[config.mk]
export PLATFORM = sky130hd
export DESIGN_NAME = relogio_ctrl
export DESIGN_NICKNAME = d
export VERILOG_FILES = /design/src/rtl/relogio_pkg.sv /design/src/rtl/relogio_btn_sync_edge.sv /design/src/rtl/relogio_ctrl.sv
export SDC_FILE = /design/constraint.sdc
export NUM_CORES = 1
export LEC_CHECK = 0
export BUFFER_PORTS_ARGS = -buffer_cell sky130_fd_sc_hd__buf_2
export CAP_MARGIN = 15
export CORE_MARGIN = 2
export CORE_UTILIZATION = 55
export DETAILED_ROUTE_END_ITERATION = 6
export HOLD_SLACK_MARGIN = 0.02
export PLACE_DENSITY = 0.69
export SETUP_SLACK_MARGIN = 0.05
export SLEW_MARGIN = 25
export SYNTH_ARGS = -nofsm -noshare
export SYNTH_HDL_FRONTEND = slang
export SYNTH_SLANG_ARGS = --single-unit
[constraint.sdc]
create_clock -name clk_i -period 7.05 [get_ports clk_i]
set_clock_uncertainty 0.2 [all_clocks]
set_input_delay 0.705 -clock clk_i [delete_from_list [all_inputs] [get_ports clk_i]]
set_output_delay 0.705 -clock clk_i [all_outputs]
set_load 0.05 [all_outputs]
[src/rtl/relogio_pkg.sv]
// relogio_pkg: mode encodings and default timing shared by the clock controller and display.
package relogio_pkg;
    localparam logic [1:0] MODE_RUN      = 2'b00;
    localparam logic [1:0] MODE_SET_HORA = 2'b01;
    localparam logic [1:0] MODE_SET_MIN  = 2'b10;
    localparam longint unsigned TICKS_PER_MIN_DEF = 64'd3_000_000_000;
    localparam int unsigned HOLD_CYC_DEF   = 25_000_000;
    localparam int unsigned REPEAT_CYC_DEF = 5_000_000;
    localparam int unsigned BLINK_CYC_DEF  = 12_500_000;
    typedef enum logic [1:0] {
        ST_RUN      = MODE_RUN,
        ST_SET_HORA = MODE_SET_HORA,
        ST_SET_MIN  = MODE_SET_MIN
    } state_t;
endpackage

[src/rtl/relogio_btn_sync_edge.sv]
// btn_sync_edge: 2-flop synchronizer with rising-edge press pulse.
// A button already high when reset ends stays masked until it is seen released.
module btn_sync_edge (
    input  logic clk_i,
    input  logic rstn_i,
    input  logic btn_i,
    output logic level_o,
    output logic press_o
);
    logic [1:0] r_sync;
    logic [1:0] r_fill;
    logic       r_prev;
    logic       r_armed;
    always_ff @(posedge clk_i) begin
        if (!rstn_i) begin
            r_sync  <= '0;
            r_fill  <= '0;
            r_prev  <= 1'b0;
            r_armed <= 1'b0;
        end else begin
            r_sync  <= {r_sync[0], btn_i};
            r_fill  <= {r_fill[0], 1'b1};
            r_prev  <= r_sync[1];
            r_armed <= r_armed | (r_fill[1] & ~r_sync[1]);
        end
    end
    assign level_o = r_sync[1] & r_armed;
    assign press_o = level_o & ~r_prev;
endmodule

[src/rtl/relogio_ctrl.sv]
// relogio_ctrl: RUN/SET mode sequencer for the clock, generating minute ticks and set pulses.
module relogio_ctrl
    import relogio_pkg::*;
#(
    parameter longint unsigned TICKS_PER_MIN = TICKS_PER_MIN_DEF,
    parameter int unsigned     CNT_W         = 32,
    parameter int unsigned     HOLD_CYC      = HOLD_CYC_DEF,
    parameter int unsigned     REPEAT_CYC    = REPEAT_CYC_DEF,
    parameter int unsigned     BLINK_CYC     = BLINK_CYC_DEF
) (
    input  logic       clk_i,
    input  logic       rstn_i,
    input  logic       btn_mode_i,
    input  logic       btn_inc_i,
    output logic       inc_min_o,
    output logic       inc_hora_o,
    output logic       carry_mask_o,
    output logic [1:0] mode_o,
    output logic       blink_o
);
    localparam int HOLD_W  = $clog2(HOLD_CYC + REPEAT_CYC + 1);
    localparam int BLINK_W = $clog2(BLINK_CYC + 1);
    localparam logic [CNT_W-1:0]   PRESC_MAX   = CNT_W'(TICKS_PER_MIN - 1);
    localparam logic [HOLD_W-1:0]  HOLD_FIRE   = HOLD_W'(HOLD_CYC - 1);
    localparam logic [HOLD_W-1:0]  HOLD_WRAP   = HOLD_W'(HOLD_CYC + REPEAT_CYC - 1);
    localparam logic [HOLD_W-1:0]  HOLD_RELOAD = HOLD_W'(HOLD_CYC);
    localparam logic [BLINK_W-1:0] BLINK_MAX   = BLINK_W'(BLINK_CYC - 1);

    logic w_mode_press, w_mode_level, w_inc_press, w_inc_level;
    logic w_set, w_tick, w_rep, w_fire;
    state_t w_next_state;

    state_t             r_state;
    logic [CNT_W-1:0]   r_presc;
    logic [HOLD_W-1:0]  r_hold;
    logic [BLINK_W-1:0] r_blink_cnt;
    logic               r_inc_min, r_inc_hora, r_carry_mask, r_blink;

    btn_sync_edge u_mode (
        .clk_i  (clk_i),
        .rstn_i (rstn_i),
        .btn_i  (btn_mode_i),
        .level_o(w_mode_level),
        .press_o(w_mode_press)
    );

    btn_sync_edge u_inc (
        .clk_i  (clk_i),
        .rstn_i (rstn_i),
        .btn_i  (btn_inc_i),
        .level_o(w_inc_level),
        .press_o(w_inc_press)
    );

    // Set pulses are suppressed while any pulse is out so the counters always see a low gap.
    always_comb begin
        w_set        = r_state != ST_RUN;
        w_next_state = r_state == ST_RUN ? ST_SET_HORA : r_state == ST_SET_HORA ? ST_SET_MIN : ST_RUN;
        w_tick       = r_state == ST_RUN && r_presc == PRESC_MAX;
        w_rep        = w_inc_level && (r_hold == HOLD_FIRE || r_hold == HOLD_WRAP);
        w_fire       = w_set && !w_mode_press && (w_inc_press || w_rep) && !r_inc_min && !r_inc_hora;
    end

    always_ff @(posedge clk_i) begin
        if (!rstn_i) begin
            r_state      <= ST_RUN;
            r_presc      <= '0;
            r_hold       <= '0;
            r_blink_cnt  <= '0;
            r_inc_min    <= 1'b0;
            r_inc_hora   <= 1'b0;
            r_carry_mask <= 1'b0;
            r_blink      <= 1'b0;
        end else begin
            r_presc    <= (w_tick || w_set || w_mode_press) ? '0 : r_presc + CNT_W'(1);
            r_hold     <= (w_set && w_inc_level && !w_mode_press) ?
                          (r_hold == HOLD_WRAP ? HOLD_RELOAD : r_hold + HOLD_W'(1)) : '0;
            r_inc_min  <= w_tick || (w_fire && r_state == ST_SET_MIN);
            r_inc_hora <= w_fire && r_state == ST_SET_HORA;
            if (w_mode_press) begin
                r_state      <= w_next_state;
                r_carry_mask <= w_next_state == ST_SET_MIN;
                r_blink      <= w_next_state != ST_RUN;
                r_blink_cnt  <= '0;
            end else if (w_set) begin
                r_blink_cnt <= r_blink_cnt == BLINK_MAX ? '0 : r_blink_cnt + BLINK_W'(1);
                r_blink     <= r_blink_cnt == BLINK_MAX ? ~r_blink : r_blink;
            end
        end
    end

    assign inc_min_o    = r_inc_min;
    assign inc_hora_o   = r_inc_hora;
    assign carry_mask_o = r_carry_mask;
    assign mode_o       = r_state;
    assign blink_o      = r_blink;
endmodule
# After elaboration in Yosys (flattened, before gate mapping)
# Index checks and enable logic that the tools add are counted.
# word_totals
register_bits	99
wordCells	81
out_inout_bits	6
inputBits	4
# op_classes
eq_ne	7
add_sub_neg	3
bitwise_logic	15
n_reduce_logical	28
n_mux	9
# op_table
cell	n
$eq 25x25->1 const B	2
$add 32x1->32 const B	1
$eq 32x32->1 const B	1
$add 25x1->25 const B	1
$mux 25	1
$add 24x1->24 const B	1
$eq 24x24->1 const B	1
$mux 24	1
$logic_and 1x1->1	10
$reduce_bool 2->1	4
$not 1->1	7
$and 1x1->1	6
$logic_or 1x1->1	5
$mux 1	5
$eq 2x2->1 const B	2
$mux 2	2
$reduce_and 2->1	2
$reduce_or 2->1	2
$logic_not 1->1	3
$reduce_or 3->1	1
$eq 2x1->1 const B	1
$logic_not 2->1	1
$or 1x1->1	2

# Logic depth before layout (Yosys ltp)
# logic_depth
word_depth	9
ltp_mapped	8

# Cells and area by module
# Synthesis repeated with hierarchy kept, for this count alone.
# hier_totals
cells_unflattened	497
area_unflattened_um2	4461.8
# by_module_without_submodules
mod	area_per_inst_um2	cells_per_inst	seq_area_each_um2	n_inst
relogio_ctrl	4096.4	469	1721.7	1
btn_sync_edge	182.7	14	120.1	2

# Least setup slack after synthesis
# No wires, ideal clock.
# synth_timing
path_type	reg2reg
from	register r_blink_cnt[6]
to	register r_blink_cnt[10]
stages_incl_launch_ff	8
setup_ps	115
arrival_time_ps	1992
setup_slack_ps	4743
path_cell_list	dfxtp_1 -> or4b_1 -> or4_1 -> nor4_2 -> or2_1 -> buf_6 -> buf_8 -> nor2_1
# synth_via
elab_chain_cells	2
elab_cells_between_ends	3
classes_between	add/sub: 1; eq/ne: 1; mux: 1
# synth_rtl
item	line	rtl
start: declaration	relogio_ctrl.sv:36	logic [BLINK_W-1:0] r_blink_cnt;
start signal: assignment	relogio_ctrl.sv:86	r_blink_cnt <= r_blink_cnt == BLINK_MAX ? '0 : r_blink_cnt + BLINK_W'(1);
$add 24x1->24 / $eq 24x24->1 (equally long branches)	relogio_ctrl.sv:86	
$mux 24 *	relogio_ctrl.sv:86	
# Mark *: on every way between the ends. The rest lies on a longest branch, timed or not.
# A chain may end at the register's enable or synchronous reset.

# Final worst setup path
# layout_timing
from	register r_blink_cnt[6]
to	register r_blink_cnt[11]
# Same word-level chain as after synthesis.

==> out/metrics.csv <==
metric,value,unit
status,"complete, no violations",
arrival,2.93,ns
synth_most_common_cell,dfxtp_1,
finalHoldViolations,0,
htree_levels,3,
cts_root_buf,clkbuf_8,
p_clk_share,40.8,%
synth-seq-cells,96,
setup_tns,0,ns
rsz0062_at_grt,no,
internal_power,752,uW
relSlewSlack,38.4,%
async_flop_share,0,%
cts_tree,built,
ant_nets,0,
grt_pass1_vias,2922,
fin_ws,4.14,ns
yosys.area.top_type,dfxtp_1,
slew_viol_final,0,
gp_congestion,0.796,
yosysWarnings,0,
clkTransAtPathRegs,0.09,ns
final_cells,587,
period_share,41.2,%
area_growth,7.06,%
synth.avg_cell_area,8.77,um2
syn_area,4200,um2
core,7330,um2
seqCellArea,1920,um2
fin_crit,2.91,ns
portBuffers,9,
grt_max_degree,33,
synthFlopType,dfxtp_1,
routed_wl,7.45,mm
multi_input_area,2140,um2
antenna_found_initial,0,
rrSetupSlack,4.14,ns
synthCells,479,
diodes,0,
leakage,0.00155,uW
postCtsSetupBuffers,0,
power_switching,203,uW
tightest_slew,0.918,ns
via_per_inst,5.43,
dp.cells,571,
swShare,21.3,%
drtIter0Drc,140,
yosys.area.top_type_share,45.8,%
path_cells,or4b_1 -> or4_1 -> nor4_2 -> or2_1 -> nor2_1,
pre_cts_ws,4.02,ns
hold_buffers,0,
route.vias.total,3187,
dpl.hpwl,5.09,mm
drive_gt1_share,6.76,%
gr-total-overflow,0,
hold_class,register to register,
utilization,61.3,%
cp-end-kind,register,
fp.dieW,91.4,um
cts.sinks,96,
cts_resized,0,
clockBufferDepth,2,
layout.nets,490,
finalSetupViolCount,0,
final_area,4500,um2
cts_buffers,9,
comb_power_share,1.6,%
placedInstanceArea,4280,um2
cp_max_fo,24,
cp-start-kind,register,
firstDrtPassIters,4,
die_y,91.4,um
initial_core_util,57.3,%
wl_per_cell,12.7,um
netlist-cell-type-count,41,
synth_edf_count,0,
synth.area.top_cells,"dfxtp_1 (46%), xor2_1 (11%), nor2_1 (7.4%)",
n_fill_cell,639,
ir_drop,99.5,uV
dieArea,8350,um2
maxCapViolations,0,
num_rows,31,
worstSetupPathType,register to register,
max_freq,0.344,GHz
cp.required,7.07,ns
synth_nets,486,
clock_latency,0.36,ns
io_pins,10,
power_density,212,nW/um2
remaining_drc_errors,0,
grt_usage,19.2,%
synth.cells.most_frequent,"dfxtp_1 (96), nor2_1 (83), xor2_1 (51)",
cp_slowest_cell,or2_1,
grt_pass1_wl,13.1,mm
pwr-share-seq,57.5,%
seq_area_frac_synth,45.8,%
cp_slowest_stage_delay,0.71,ns
==> critical path, delay by kind of cell, from the launching register on <==
kind	cells	cell delay, ns
AND/OR/NAND/NOR	5	2.19
flip-flops	1	0.37
==> per-layer routing <==
| layer | global-route usage [%] | wire (um) | vias to the layer above | share of wire, % |
|---|---|---|---|---|
| met5 | 0 | 0 | - | 0 |
| met4 | 6.94 | 96 | 0 | 1.3 |
| met3 | 4.65 | 267 | 10 | 3.6 |
| met2 | 29.4 | 3290 | 41 | 44 |
| met1 | 26.3 | 3790 | 1482 | 51 |
| li1 | - | - | 1654 | - |
==> power by group through the flow <==
stage / logic [uW] / clock network (uW) / registers [uW]
floorplan: 15.0 / 0 / 562
global placement: 15.7 / 0 / 562
detailed placement: 16.0 / 0 / 562
CTS: 16.0 / 400 / 549
global route: 18.5 / 419 / 550
finish: 15.7 / 390 / 549
==> path summary, 6_finish.rpt <==
path | from | endpoint | cells past startpoint
worst max-delay path | r_blink_cnt[6] | r_blink_cnt[11] | 5
worst min register to register | u_inc.r_fill[0] | u_mode.r_fill[1] | 1
worst min-delay path | u_inc.r_fill[0] | u_mode.r_fill[1] | 1
worst max register to register | r_blink_cnt[6] | r_blink_cnt[11] | 5
==> kinds of logic after synthesis <==
family / after synthesis / share of synthesized area (%)
flops: 96 / 45.8
xor+xnor: 73 / 15.2
compound gates: 27 / 3.72
simple gates: 254 / 31.2
fa+ha+maj: 3 / 0.894
buf+inv: 26 / 3.22
==> cell usage in the layout (no fill, tap or decap), drive strengths merged, types with 10 or more instances in the layout <==
cell type and n:
nand2 34, and3 13, dfxtp 96, nor3 12
xnor2 22, inv 10, a21oi 13, nand3 25
buf 11, nand4 33, nor2 84, xor2 51
and2 10
==> registers in the layout, summed over array words and instances, names as in the netlist, 2 cells and up <==
signal         count
u_mode.r_sync      2
u_inc.r_sync       2
r_blink_cnt       24
mode_o             2
r_hold            25
r_presc           32
==> layout make-up <==
class	count	area share, %
sequential	96	42.7
tap	99	2.75
clock inverter	7	2.06
timing repair buffer	11	1.34
inverter	8	0.668
multi-input combinational	357	47.7
clock buffer	9	2.75
==> per-stage QoR <==
stage                     hold WS (ns)  total power, uW
final                            0.239              955
after floorplan                  0.212              577
after global routing             0.266              987
after CTS                        0.241              965
after global placement           0.217              578
after detailed placement         0.219              578
Power figures use the tool's default switching activity.
